### src/rtl/fir_pkg.sv
// Shared constants and types for the FIR multiply-accumulate controller.
package fir_pkg;

  localparam int TAPS   = 11;
  localparam int ADDR_W = 4;
  localparam int COEF_W = 16;
  localparam int IN_W   = 8;
  localparam int ACC_W  = 28;

  // Full-precision signed product of one sample and one coefficient.
  localparam int PROD_W = IN_W + COEF_W;

  localparam logic [ADDR_W-1:0] ADDR_LAST = ADDR_W'(TAPS - 1);
  localparam logic [ADDR_W-1:0] ADDR_ONE  = ADDR_W'(1);

  // FSM state encodings.
  localparam logic [1:0] IDLE = 2'd0;
  localparam logic [1:0] READ = 2'd1;
  localparam logic [1:0] LAST = 2'd2;

  typedef logic signed [IN_W-1:0] sample_t;

endpackage

### src/rtl/fir_tap_delay_line.sv
// 11-tap signed sample delay line; shifts one position per enable pulse.
module fir_tap_delay_line
  import fir_pkg::*;
(
  input  logic    clk,
  input  logic    rst_n,
  input  logic    shift_en,
  input  sample_t din,
  output sample_t taps [TAPS]
);

  sample_t taps_q [TAPS];
  sample_t taps_d [TAPS];

  // Next-state: newest sample enters tap 0, older samples move up by one.
  always_comb begin
    taps_d = taps_q;
    if (shift_en) begin
      taps_d[0] = din;
      for (int k = 1; k < TAPS; k++) begin
        taps_d[k] = taps_q[k-1];
      end
    end
  end

  // Tap registers, cleared asynchronously.
  always_ff @(posedge clk or negedge rst_n) begin
    if (!rst_n) begin
      for (int k = 0; k < TAPS; k++) begin
        taps_q[k] <= '0;
      end
    end else begin
      taps_q <= taps_d;
    end
  end

  assign taps = taps_q;

endmodule

### src/rtl/fir_mac_ctrl.sv
// Sequential FIR MAC engine: reads 11 coefficients from a registered-read
// SRAM per sample and accumulates them against the tap delay line.
// Optional build macro FIR_OVERRUN_FLAG_EN adds a sticky oOverrun output
// that records strobes dropped while busy.
//
// state | meaning
// IDLE  | waiting for sample strobe; SRAM port released (oCsnRam=1)
// READ  | presenting addresses 0..10, accumulating coef(addr-1)*tap(addr-1)
// LAST  | final coefficient arrives; publish result and pulse oFirValid
module fir_mac_ctrl
  import fir_pkg::*;
(
  input  logic                     iClk12M,
  input  logic                     iRsn,
  input  logic                     iEnSample,
  input  logic signed [IN_W-1:0]   iFirIn,
  output logic                     oCsnRam,
  output logic                     oWrnRam,
  output logic [ADDR_W-1:0]        oAddrRam,
  input  logic signed [COEF_W-1:0] iRdDtRam,
  output logic signed [ACC_W-1:0]  oFirOut,
  output logic                     oFirValid,
  output logic                     oBusy
`ifdef FIR_OVERRUN_FLAG_EN
  ,
  output logic                     oOverrun
`endif
);

  logic [1:0]              state_q, state_d;
  logic [ADDR_W-1:0]       addr_q, addr_d;
  logic                    csn_q, csn_d;
  logic signed [ACC_W-1:0] acc_q, acc_d;
  logic signed [ACC_W-1:0] out_q, out_d;
  logic                    valid_q, valid_d;
  logic                    shift_en;

  sample_t                  taps [TAPS];
  logic [ADDR_W-1:0]        tap_idx;
  sample_t                  tap_sel;
  logic signed [PROD_W-1:0] prod;
  logic signed [ACC_W-1:0]  prod_ext;

  fir_tap_delay_line u_delay (
    .clk      (iClk12M),
    .rst_n    (iRsn),
    .shift_en (shift_en),
    .din      (iFirIn),
    .taps     (taps)
  );

  // Returned data always belongs to the address presented one cycle ago;
  // in LAST the address register holds at 10, which is that address.
  always_comb begin
    tap_idx = (state_q == LAST) ? addr_q : (addr_q - ADDR_ONE);
    tap_sel = '0;
    for (int k = 0; k < TAPS; k++) begin
      if (tap_idx == k[ADDR_W-1:0]) begin
        tap_sel = taps[k];
      end
    end
    prod     = PROD_W'(iRdDtRam) * PROD_W'(tap_sel);
    prod_ext = ACC_W'(prod);
  end

  // Sequencer and accumulator next-state.
  always_comb begin
    state_d  = state_q;
    addr_d   = addr_q;
    csn_d    = csn_q;
    acc_d    = acc_q;
    out_d    = out_q;
    valid_d  = 1'b0;
    shift_en = 1'b0;
    case (state_q)
      IDLE: begin
        if (iEnSample) begin
          shift_en = 1'b1;
          acc_d    = '0;
          addr_d   = '0;
          csn_d    = 1'b0;
          state_d  = READ;
        end
      end
      READ: begin
        // Nothing has come back from the SRAM yet on the first READ edge.
        if (addr_q != '0) begin
          acc_d = acc_q + prod_ext;
        end
        if (addr_q == ADDR_LAST) begin
          csn_d   = 1'b1;
          state_d = LAST;
        end else begin
          addr_d = addr_q + ADDR_ONE;
        end
      end
      LAST: begin
        out_d   = acc_q + prod_ext;
        valid_d = 1'b1;
        state_d = IDLE;
      end
      default: begin
        csn_d   = 1'b1;
        state_d = IDLE;
      end
    endcase
  end

  // Controller registers.
  always_ff @(posedge iClk12M or negedge iRsn) begin
    if (!iRsn) begin
      state_q <= IDLE;
      addr_q  <= '0;
      csn_q   <= 1'b1;
      acc_q   <= '0;
      out_q   <= '0;
      valid_q <= 1'b0;
    end else begin
      state_q <= state_d;
      addr_q  <= addr_d;
      csn_q   <= csn_d;
      acc_q   <= acc_d;
      out_q   <= out_d;
      valid_q <= valid_d;
    end
  end

  assign oCsnRam   = csn_q;
  assign oWrnRam   = 1'b1;
  assign oAddrRam  = addr_q;
  assign oFirOut   = out_q;
  assign oFirValid = valid_q;
  assign oBusy     = (state_q != IDLE);

`ifdef FIR_OVERRUN_FLAG_EN
  logic overrun_q, overrun_d;

  // Sticky record of any strobe that arrived while a sample was in flight.
  always_comb begin
    overrun_d = overrun_q | (iEnSample & oBusy);
  end

  // Overrun flag register, cleared only by reset.
  always_ff @(posedge iClk12M or negedge iRsn) begin
    if (!iRsn) begin
      overrun_q <= 1'b0;
    end else begin
      overrun_q <= overrun_d;
    end
  end

  assign oOverrun = overrun_q;
`endif

endmodule

### config.mk
export PLATFORM = sky130hd
export DESIGN_NAME = fir_mac_ctrl
export DESIGN_NICKNAME = d
export VERILOG_FILES = /design/src/rtl/fir_pkg.sv /design/src/rtl/fir_tap_delay_line.sv /design/src/rtl/fir_mac_ctrl.sv
export SDC_FILE = /design/constraint.sdc
export NUM_CORES = 1
export LEC_CHECK = 0
export ABC_CLOCK_PERIOD_IN_PS = 13400
export CAP_MARGIN = 0
export CORE_MARGIN = 2
export CORE_UTILIZATION = 55
export CTS_CLUSTER_DIAMETER = 60
export DETAILED_ROUTE_END_ITERATION = 6
export PLACE_DENSITY_LB_ADDON = 0.2
export SLEW_MARGIN = 15
export SYNTH_ARGS = -nofsm -noshare
export SYNTH_HDL_FRONTEND = slang
export SYNTH_SLANG_ARGS = --single-unit
### constraint.sdc
create_clock -name iClk12M -period 13.4 [get_ports iClk12M]
set_input_delay 3.35 -clock iClk12M [delete_from_list [all_inputs] [get_ports iClk12M]]
set_output_delay 3.35 -clock iClk12M [all_outputs]
set_load 0.05 [all_outputs]
==> results of run 1 <==
-- Yosys cell counts (4+ instances only) --
library cell / count / area, µm²
sky130_fd_sc_hd__and2_1: 71 / 444.2
sky130_fd_sc_hd__nor2_1: 37 / 138.9
sky130_fd_sc_hd__a21oi_1: 23 / 115.1
sky130_fd_sc_hd__nand3_1: 11 / 55.05
sky130_fd_sc_hd__nand2_1: 112 / 420.4
sky130_fd_sc_hd__xnor2_1: 24 / 210.2
sky130_fd_sc_hd__buf_2: 7 / 35.03
sky130_fd_sc_hd__ha_1: 65 / 813.3
sky130_fd_sc_hd__xor2_1: 8 / 70.07
sky130_fd_sc_hd__a21o_1: 9 / 67.56
sky130_fd_sc_hd__a22oi_1: 7 / 52.55
sky130_fd_sc_hd__o221ai_1: 4 / 35.03
sky130_fd_sc_hd__buf_4: 8 / 60.06
sky130_fd_sc_hd__o21ai_0: 24 / 120.1
sky130_fd_sc_hd__a22o_1: 25 / 219.0
sky130_fd_sc_hd__and3_1: 9 / 56.30
sky130_fd_sc_hd__o211ai_1: 4 / 30.03
sky130_fd_sc_hd__nand4_1: 6 / 37.54
sky130_fd_sc_hd__buf_6: 6 / 67.56
sky130_fd_sc_hd__o21bai_1: 4 / 30.03
sky130_fd_sc_hd__mux2_2: 96 / 1081
sky130_fd_sc_hd__a211oi_1: 12 / 90.09
sky130_fd_sc_hd__fa_1: 144 / 2883
sky130_fd_sc_hd__nor3_1: 9 / 45.04
sky130_fd_sc_hd__nor2b_1: 20 / 125.1
sky130_fd_sc_hd__clkbuf_1: 20 / 75.07
sky130_fd_sc_hd__o31ai_1: 6 / 45.04
sky130_fd_sc_hd__a31oi_4: 4 / 85.08
sky130_fd_sc_hd__dfrtp_1: 151 / 3779
sky130_fd_sc_hd__a221oi_1: 8 / 70.07
sky130_fd_sc_hd__inv_1: 117 / 439.2
sky130_fd_sc_hd__a31oi_1: 7 / 43.79
sky130_fd_sc_hd__a222oi_1: 9 / 90.09
-- per-stage QoR --
step	instances	hold slack [ps]	utilization
floorplan	1147	449.8	-
detailed placement	1458	462.9	0.5954
global route	1487	503.3	0.6211
global placement	1458	458.1	0.5954
finish	1487	472.1	0.6211
CTS	1487	478.2	0.6211
-- worst min-delay path, delay by kind of cell, from the launching register on --
| family | cells | cell delay [ps] |
|---|---|---|
| simple gates | 2 | 100 |
| flops | 1 | 340 |
-- sequential cells by signal, indices dropped and copies added, names as in the netlist --
register	flops
acc_q	28
oAddrRam	4
oCsnRam	1
oFirOut	28
oFirValid	1
state_q	2
u_delay.taps	88
-- cells by family after synthesis --
kind of cell,Yosys count,synth area share
AOI/OAI and AO/OA,194,0.1227
muxes,96,0.08521
buffers and inverters,162,0.05454
other,1,0.0002956
xor gates and xnor gates,32,0.02209
adders and majority gates,209,0.2913
and+or+nand+nor,301,0.1240
DFF,152,0.2999
-- final timing paths --
kind | from | end | slack, ps
max in group asynchronous | iRsn | oFirOut[0] | 8980
worst max register to register | oAddrRam[0] | oFirOut[20] | 3960
worst min register to register | oFirOut[4] | oFirOut[4] | 470
worst min-delay path | oFirOut[4] | oFirOut[4] | 470
min in group asynchronous | iRsn | u_delay.taps[80] | 2930
worst max-delay path | oAddrRam[0] | oFirOut[20] | 3960
-- layer usage --
metal / vias up / GRT usage
li1: 4012 / -
met1: 4516 / 0.3499
met2: 232 / 0.4121
met3: 35 / 0.04306
met4: 0 / 0.05286
met5: - / 0
-- layout make-up --
class / count / share of cell area
Timing Repair Buffer: 69 / 0.04778
Inverter: 119 / 0.03176
Sequential cell: 152 / 0.2706
Clock inverter: 10 / 0.01068
Multi-Input combinational cell: 833 / 0.5831
Tap cell: 285 / 0.02536
Clock buffer: 19 / 0.03079
==> summary by stage, run 1 <==
Run status
The flow ran to the end, and the final reports show no timing, DRC or antenna violations.

Detailed routing
After detailed routing, the number of vias per cell comes to 5.915. After detailed routing, the wire length on met1 is 12.64 mm. The routed design has 28.05 mm of wire.

In this run the remaining antenna-violating nets after routing total 0. The routed length per instance is around 19 µm. The detailed router placed 8795 vias in this run. After detailed routing, no signal wire sits above met4. The initial DRC count is ~660. The DRC violation count after routing is 0. For this run, the detailed router's first-pass iteration total came to 6. In the detailed route, the total length drawn on met3 is 1.399 mm.

The wire length on met2 is about 14 mm.

STA
For the finished layout, the period the worst path requires is 9436 ps. Setup violations remaining at the end of the flow were counted as 0. The actual transition at the worst max-transition pin is 1097 ps.

The number of pins exceeding their max-slew limit in the final report came to 0. The number of hold violations in the final report was 0. In the finished design, the share of the clock period the worst path needs comes to 0.7042. Adding up every negative setup slack in the final design gives 0 ps. The tightest slew margin relative to the limit is 0.2495. Setup repair after global routing left no endpoint under its margin.

Static timing analysis puts the maximum clock frequency at between 100 and 150 MHz. Setup slack on the critical path of the routed design comes to between 3000 and 4000 ps. The final setup skew is 9.033 ps.

Setup path
STA classifies the critical path endpoint as a register. Together, buffers and inverters on the worst path number 1. In this run the worst path has a maximum fanout of 24. The endpoint required time on the critical path is 13710 ps.

The largest stage delay on the critical path is 950 ps. The kind of start point of the critical path is a register. The critical path in this run is classified as register to register. The most frequent cell on the critical path is sky130_fd_sc_hd__fa_1. The data arrival time of the worst path is 9750 ps.

The gate family responsible for the most delay along the worst path is adder cells. The number of cells on the worst reg-to-reg path is 22. The critical path runs through a total of 22 cells. The largest individual stage delay along the critical path comes from the cell sky130_fd_sc_hd__a2111oi_0. Walking the worst path, the cells encountered are inv_1, ha_1, xnor2_1, nand3_1, a21oi_2, a221oi_1, and3_1, o22ai_2, and2_1, fa_1, fa_1, fa_1, fa_1, ha_1, ha_1, a21oi_1, o21ai_0, a2111oi_0, o21bai_1, o21bai_1, xor2_1, mux2_2.

GRT
Across every metal layer, demand over resource in global routing totals 0.2493. The number of antenna violations at the first check in global routing was 1. The maximum number of pins on one net before global-route repair is 82. The via count of the first global-routing pass is 9150. Global routing finished with a remaining overflow of 0. The first global-routing pass estimated about 47 mm of wire.

Yosys
The post-synthesis average cell area is 11.06 µm². Counting flops with an async set or reset pin after synthesis yields a share of 1.000. The mapped netlist covers 12690 µm².

The number of nets in the synthesized netlist is 1383. In this run, synthesis inferred 0 flip-flops with an integrated enable. Synthesis handed over a netlist of 1147 instances.

Synthesis inferred 152 register bits. The count of warnings emitted by yosys is 0. Of the synthesized area, sequential elements account for 0.2999. The count of distinct cell types in the synthesized netlist is 85. The primary flip-flop cell chosen by synthesis mapping is sky130_fd_sc_hd__dfrtp_1.

Clock network
The CTS clock-pin slew for the worst setup and hold paths is 60 ps. The root buffer cell is sky130_fd_sc_hd__clkbuf_16. The clock tree from TritonCTS is yes. The clock tree synthesis step divided the H-tree into 4 levels. The post-CTS resize count is 0. The deepest clock path buffer count is 2. The number of buffers added by the clock tree synthesis step is 17. CTS saw approximately 150 sinks. The clock latency reported for the late side of the worst-skew pair is 420 ps. The hold-fix buffer count after cts is 0. After clock tree synthesis, the setup repair step added 0 buffers.

Flow run
The reported max-cap violation count is 0.

Hold path
The path class of the lowest-slack min-delay path is register to register. The number of cells traversed by the worst hold path is 2.

Layout
Relative to the synthesized area, the layout overhead comes to 10.84%. Leaving out fill and tap cells, the most frequent cells in the layout are sky130_fd_sc_hd__dfrtp_1, sky130_fd_sc_hd__fa_1, sky130_fd_sc_hd__inv_1, sky130_fd_sc_hd__nand2_1, sky130_fd_sc_hd__mux2_2. In the final layout, the multi-input gates occupy 8199 µm². The repair_antennas step left the layout with diodes totalling 0. In the final layout, the share of cells above drive strength 1 is 0.1431. The filler cells instantiated in the layout total 1811. The library cell used most frequently in the layout, excluding fill and tap cells, is sky130_fd_sc_hd__dfrtp_1.

Across the whole layout, storage elements account for 3805 µm². The design area is roughly 14000 µm². The post-layout net count is 1428.

Placement
Input and output buffers added on the ports amount to between 60 and 70. Once detailed placement completed, the half-perimeter wirelength came to 21.21 mm. The setup slack at placement is 3845 ps. The final estimated routing congestion in global placement is 0.9243.

Once placement finished, the instance area stood at ~13000 µm².

Floorplanning
For this configuration, the core starts out at a cell density of 0.5604. The I/O pin total is 63. The full die area is 24300 µm². The core outline area is 22640 µm². Row generation in the floorplan step produced 55 rows. The die span in y is roughly 160 µm. The floorplan step set the die width to 155.9 µm.
Power of run 1 is left out: the tool's default activity adds up to more than one toggle a clock period on the data nets, which glitch-free logic cannot reach.
==> run 2, diff against run 1 <==
--- a/config.mk
+++ b/config.mk
@@ -5,7 +5,7 @@
 export SDC_FILE = /design/constraint.sdc
 export NUM_CORES = 1
 export LEC_CHECK = 0
-export ABC_CLOCK_PERIOD_IN_PS = 13400
+export ABC_CLOCK_PERIOD_IN_PS = 8600
 export CAP_MARGIN = 0
 export CORE_MARGIN = 2
 export CORE_UTILIZATION = 55
==> constraint.sdc (replaced) <==
create_clock -name iClk12M -period 8.6 [get_ports iClk12M]
set_input_delay 2.15 -clock iClk12M [delete_from_list [all_inputs] [get_ports iClk12M]]
set_output_delay 2.15 -clock iClk12M [all_outputs]
set_load 0.05 [all_outputs]
==> summary by stage, run 2 (same netlist as run 1, synthesis figures left out) <==
GRT
The global-route wire length before repair is 48.67 mm. Entering global routing, the biggest net connects 95 pins. The via count of the first global-routing pass came to 9371. In the global route stage, overall resource usage came out at 0.2553. The number of antenna violations at the first check in global routing is 0.

After global routing the overflow that remains totals 0.

Clock network
TritonCTS built the clock tree. The number of buffers added by the clock tree synthesis step is 17. The number of sinks driven by the clock tree is between 150 and 200. The clock passes through at most 2 buffers. After clock tree synthesis, the clock-pin slew on the worst setup and hold paths is 70 ps. The clock latency reported for the late side of the worst-skew pair is 440 ps. The number of hold buffers added after CTS was 0.

The root buffer cell is sky130_fd_sc_hd__clkbuf_16. The clock tree synthesis step divided the H-tree into 4 levels.

Detailed routing
The iteration count of the initial detailed-routing pass is 5. The final route contains 8972 vias. Summed over all nets, wire length on met3 after detailed routing comes to 1.442 mm. The wire length the detailed router placed on met1 is 12.83 mm. The routed length per instance is 19.25 µm. Signal routing reaches up to met4.

In the routed layout, each cell is associated on average with a via count of 5.993. In the routed design, unresolved DRC markers number 0. The number of antenna-violating nets in the routed design is 0.

For this block, the routed nets add up to 28.82 mm of wire. For this block, the initial DRC count from the detailed router was 693. The wire length on met2 is 13.92 mm.

Floorplanning
Row generation in the floorplan step produced 55 rows. In this run the count of I/O pins placed on the die edge is 63. The width of the die is 155.9 µm. The starting density of the core is 0.5604. The core outline area is 22640 µm².

Measured along the y axis, the die boundary spans 155.9 µm. The die covers about 24000 µm².

Hold path
The number of cells traversed by the worst hold path is 2. In this run the most critical hold path is launched from oFirOut[4]. The worst hold path endpoint is oFirOut[4]. The min-delay analysis places its worst path in the category register to register.

Placement
Detailed placement finished with a half-perimeter wire length of 21.67 mm. Buffers placed on the I/O ports in this run total ~60. The final estimated routing congestion in global placement is roughly 0.94.

Setup path
Data on the critical path is required at its endpoint by 8920 ps. In this run the critical register-to-register path is launched from oAddrRam[1]. Of all nets on the critical path, the largest fanout is 17. The slowest library cell on the worst path is sky130_fd_sc_hd__ha_1.

The reg-to-reg endpoint is oFirOut[22]. The most frequent cell on the critical path is sky130_fd_sc_hd__inv_1. The worst setup path is captured at a register. STA puts the critical path data arrival time at about 8400 ps.

The worst setup path is launched from a register. The largest stage delay on the critical path is approximately 600 ps. The slack of the worst reg-to-reg path is 500 ps. The critical path is of the register to register type. The worst register-to-register path has a depth of 28.

STA
The number of pins exceeding their max-slew limit in the final report came to 0. For the pin with the worst max-slew slack, the measured transition is 1133 ps. In this run the tightest slew margin relative to its limit is 0.2444. On the final layout, the worst clock skew is 13.12 ps. Setup repair after global routing left no endpoint under its margin. Dividing the final minimum period by the clock period gives 0.9422. The aggregate negative setup slack is 0 ps. The timing-limited maximum frequency is 123.4 MHz. The number of hold violations in the final report came to 0. Setup violations remaining at the end of the flow were counted as 0. The clock period could shrink to 8103 ps.

Layout
The share of final-layout standard cells stronger than drive strength 1 is 0.1518. The number of inserted diodes is 0. The post-layout net count is 1435. In the layout the commonest cells are sky130_fd_sc_hd__dfrtp_1, sky130_fd_sc_hd__fa_1, sky130_fd_sc_hd__inv_1, sky130_fd_sc_hd__nand2_1, sky130_fd_sc_hd__mux2_2. The most common cell after layout, fill and taps aside is sky130_fd_sc_hd__dfrtp_1. The register with the most flip-flops in the layout has 88 of them. From synthesis to final layout, the design area changed by 11.53%.

Run status
The run finished with clean final reports.

Flow run
The reported max-cap violation count is 0.
[run 2: cell types whose count changed in the layout (fill, tap and decap cells not counted), moves of 2 or more]
cell | before | now
sky130_fd_sc_hd__buf_4 | 8 | 15
sky130_fd_sc_hd__inv_6 | 0 | 4
sky130_fd_sc_hd__clkbuf_1 | 2 | 0
sky130_fd_sc_hd__clkbuf_8 | 0 | 2
sky130_fd_sc_hd__clkinv_4 | 3 | 1
sky130_fd_sc_hd__inv_8 | 1 | 3
[run 2: layout make-up]
class	count	area [µm²]
Inverter	119	446.7
Clock inverter	13	157.7
Tap cell	285	356.6
Sequential cell	152	3805
Timing Repair Buffer	76	724.4
Fill cell	1870	8491
Multi-Input combinational cell	833	8207
Clock buffer	19	452.9
[run 2: layer usage]
| metal | GRT usage | vias to the layer above |
|---|---|---|
| met4 | 0.08170 | 0 |
| met2 | 0.4115 | 265 |
| met1 | 0.3548 | 4649 |
| met5 | 0 | - |
| met3 | 0.04500 | 38 |
| li1 | - | 4020 |
[run 2: how the worst max path moves through the flow]
| stage | startpoint | to | slack, ps | cells past startpoint |
|---|---|---|---|---|
| global route | oAddrRam[0] | oFirOut[22] | 3 | 28 |
| CTS | state_q[0] | oFirOut[22] | 530 | 25 |
| global placement | state_q[0] | oFirOut[22] | 770 | 25 |
| detailed placement | state_q[0] | oFirOut[22] | 570 | 25 |
| floorplan | oAddrRam[0] | oFirOut[22] | 1230 | 28 |
| finish | oAddrRam[1] | oFirOut[22] | 500 | 28 |
[run 2: stage by stage]
step                setup slack, ps  instances  area [µm²]  utilization  hold WS (ps)
floorplan                      1228       1147       12690            -         449.8
global route                  3.336       1497       14150       0.6250         498.1
CTS                           535.0       1497       14140       0.6246         478.5
global placement              772.9       1465       13530       0.5977         458.7
detailed placement            570.0       1465       13530       0.5977         462.9
finish                        497.5       1497       14150       0.6250         473.6
[run 2: what timing repair did]
| item | 4_1_cts | 5_1_grt |
|---|---|---|
| endpoints found under the setup margin | 0 | 3 |
| buffers inserted | 0 | 0 |
| gates resized for setup | 0 | 1 |
[run 2: worst max-delay path, delay by kind of cell (launching register included)]
kind / cells / cell delay [ps]
compound gates: 9 / 2440
simple gates: 2 / 660
buf+inv: 7 / 740
flops: 1 / 380
mux: 1 / 270
fa+ha+maj: 8 / 3330
xor+xnor: 1 / 170
Power of run 2 is left out for the same reason.
==> run 3, diff against run 2 <==
--- a/config.mk
+++ b/config.mk
@@ -6,7 +6,7 @@
 export NUM_CORES = 1
 export LEC_CHECK = 0
 export ABC_CLOCK_PERIOD_IN_PS = 8600
-export CAP_MARGIN = 0
+export CAP_MARGIN = 20
 export CORE_MARGIN = 2
 export CORE_UTILIZATION = 55
 export CTS_CLUSTER_DIAMETER = 60
==> summary by stage, run 3 (same netlist as run 1, synthesis figures left out) <==
STA
The period utilization is 0.9411. For this run, the top clock speed supported by timing is between 100 and 150 MHz. The actual transition at the worst max-transition pin is ~950 ps. The tightest slew margin relative to the limit is 0.3644. The final setup skew is 11.29 ps. The total setup violations reported at the end of the flow is 0. Setup total negative slack on the finished layout was measured at 0 ps. The worst path in the final design needs a cycle of 8094 ps, including I/O delays and setup. The number of pins exceeding their max-slew limit in the final report came to 0.

After layout, the worst setup slack is between 500 and 600 ps. Setup repair after global routing left no endpoint under its margin. The number of hold violations in the final report was 0.

Setup path
In this run the critical register-to-register path is captured at oFirOut[22]. Counting cells, the worst reg-to-reg path comes to 28. The most frequent cell on the critical path is sky130_fd_sc_hd__inv_1. The endpoint required time on the critical path is ~8900 ps.

The maximum fanout encountered on the critical timing path is 17. The data arrival time of the worst path is 8420 ps. The startpoint identified for the worst register-to-register timing path is oAddrRam[1].

The largest stage delay on the critical path is 600 ps. STA classifies the critical path startpoint as a register. The critical path is of the register to register type.

The worst setup path is captured at a register. The slack of the worst reg-to-reg path is 510 ps. The largest individual stage delay along the critical path comes from the cell sky130_fd_sc_hd__ha_1.

Clock network
For the worst-skew pair, the clock arrives at the later sink with an insertion delay of 430 ps. The tree is rooted in a sky130_fd_sc_hd__clkbuf_16. The clock tree synthesis step divided the H-tree into 4 levels. The post-CTS resize count is 0.

The CTS clock-pin slew for the worst setup and hold paths is 70 ps. The deepest clock path buffer count is 2. The number of buffers added by the clock tree synthesis step is 17. In this run, post-CTS hold repair placed 0 buffers. TritonCTS built the clock tree. In this run the post-CTS setup repair buffer count came out at 0. For this design, the sink count on the clock tree is about 150.

Detailed routing
The routed wire length is ~29 mm. The via total after detailed routing is 8975. After detailed routing, the number of vias per cell comes to approximately 6. In the final routed layout, each cell accounts on average for 19.19 µm. The pre-antenna-repair detailed-routing pass consisted of 5 iterations. The detailed router finished its first iteration with roughly 640 violations. In this run the remaining antenna-violating nets after routing total 0. For this run, design rule violations remaining after detail routing come to 0.

Floorplanning
The core outline area is 22640 µm². The full die area is 24300 µm². The width of the die is 155.9 µm. Measured along the y axis, the die boundary spans 155.9 µm. The I/O pin total is 63.

The starting density of the core is 0.5604. The number of placement rows is 55.

Run status
The run finished with clean final reports.

Placement
The number of buffers added on ports is 61. The final estimated routing congestion in global placement is 0.9440. Before CTS, the worst setup slack after placement is between 500 and 600 ps. Once placement finished, the instance area stood at about 14000 µm².

The placed wire-length estimate is 21.67 mm.

GRT
The global-route wire length before repair is 48.67 mm. The total overflow reported by the global router is 0. The maximum number of pins on one net before global-route repair is 95. Across every metal layer, demand over resource in global routing totals 0.2553.

The number of antenna violations at the first check in global routing was 0. The via count of the first global-routing pass came to around 9400.

Layout
The final layout contains ~1400 nets. The layout overhead on the synthesized area is 11.75%. The multi-input gate area in the final layout is a little over 8000 µm². The design area is 14180 µm². The register with the most flip-flops in the layout has between 80 and 90 of them. The top cell types in the final layout, fill and taps aside, are sky130_fd_sc_hd__dfrtp_1, sky130_fd_sc_hd__fa_1, sky130_fd_sc_hd__inv_1, sky130_fd_sc_hd__nand2_1, sky130_fd_sc_hd__mux2_2. In the final layout, the share of cells above drive strength 1 is 0.1525.

The most common cell after layout, fill and taps aside is sky130_fd_sc_hd__dfrtp_1. The total area of sequential cells is 3805 µm². The number of inserted diodes is 0. Counting the fill cells in the layout gives 1864.

Hold path
In this run the worst hold path is classified as register to register. The number of cells traversed by the worst hold path is 2. In this run the most critical hold path is launched from oFirOut[5].

The worst hold path terminates at oFirOut[5].

Flow run
Across the run, the number of max-cap violations was 0.
-- run 3: cell count changes in the layout (fill, tap and decap cells not counted), sizes merged --
cell  change
buf       +1
-- run 3: area by class of cell --
cell class / count / share of cell area
multi-input cells: 833 / 0.5789
flip-flops and latches: 152 / 0.2684
repair buffers: 77 / 0.05304
clock buffers: 19 / 0.03195
inverters: 119 / 0.03151
well taps: 285 / 0.02515
clock inverters: 13 / 0.01112
-- run 3: per-stage QoR --
step / utilization / std cells / hold slack [ps]
after global placement: 0.5977 / 1465 / 458.7
final: 0.6262 / 1498 / 473.1
after detailed placement: 0.5977 / 1465 / 462.9
after CTS: 0.6246 / 1497 / 478.5
after floorplan: - / 1147 / 449.8
after global routing: 0.6262 / 1498 / 498.1
-- run 3: worst max-delay path by stage --
stage,from,end,slack [ps],depth (start not counted)
5_1_grt,oAddrRam[0],oFirOut[22],3,28
4_1_cts,state_q[0],oFirOut[22],530,25
2_1_floorplan,oAddrRam[0],oFirOut[22],1230,28
3_5_place_dp,state_q[0],oFirOut[22],570,25
6_report,oAddrRam[1],oFirOut[22],510,28
3_3_place_gp,state_q[0],oFirOut[22],770,25
-- run 3: routing by layer --
metal  vias to the layer above  global-route usage  share of wire
met5                         -                   0              0
met4                         0             0.08170          0.023
met3                        44             0.04500          0.053
met2                       274              0.4115           0.48
met1                      4632              0.3548           0.44
li1                       4025                   -              -
-- run 3: critical path: cells and delay by family, from the launching register on --
family,cells,cell delay (ps)
simple gates,2,670
xor+xnor,1,170
fa+ha+maj,8,3330
mux,1,270
flops,1,380
compound gates,9,2420
buf+inv,7,740
Power of run 3 is left out for the same reason.
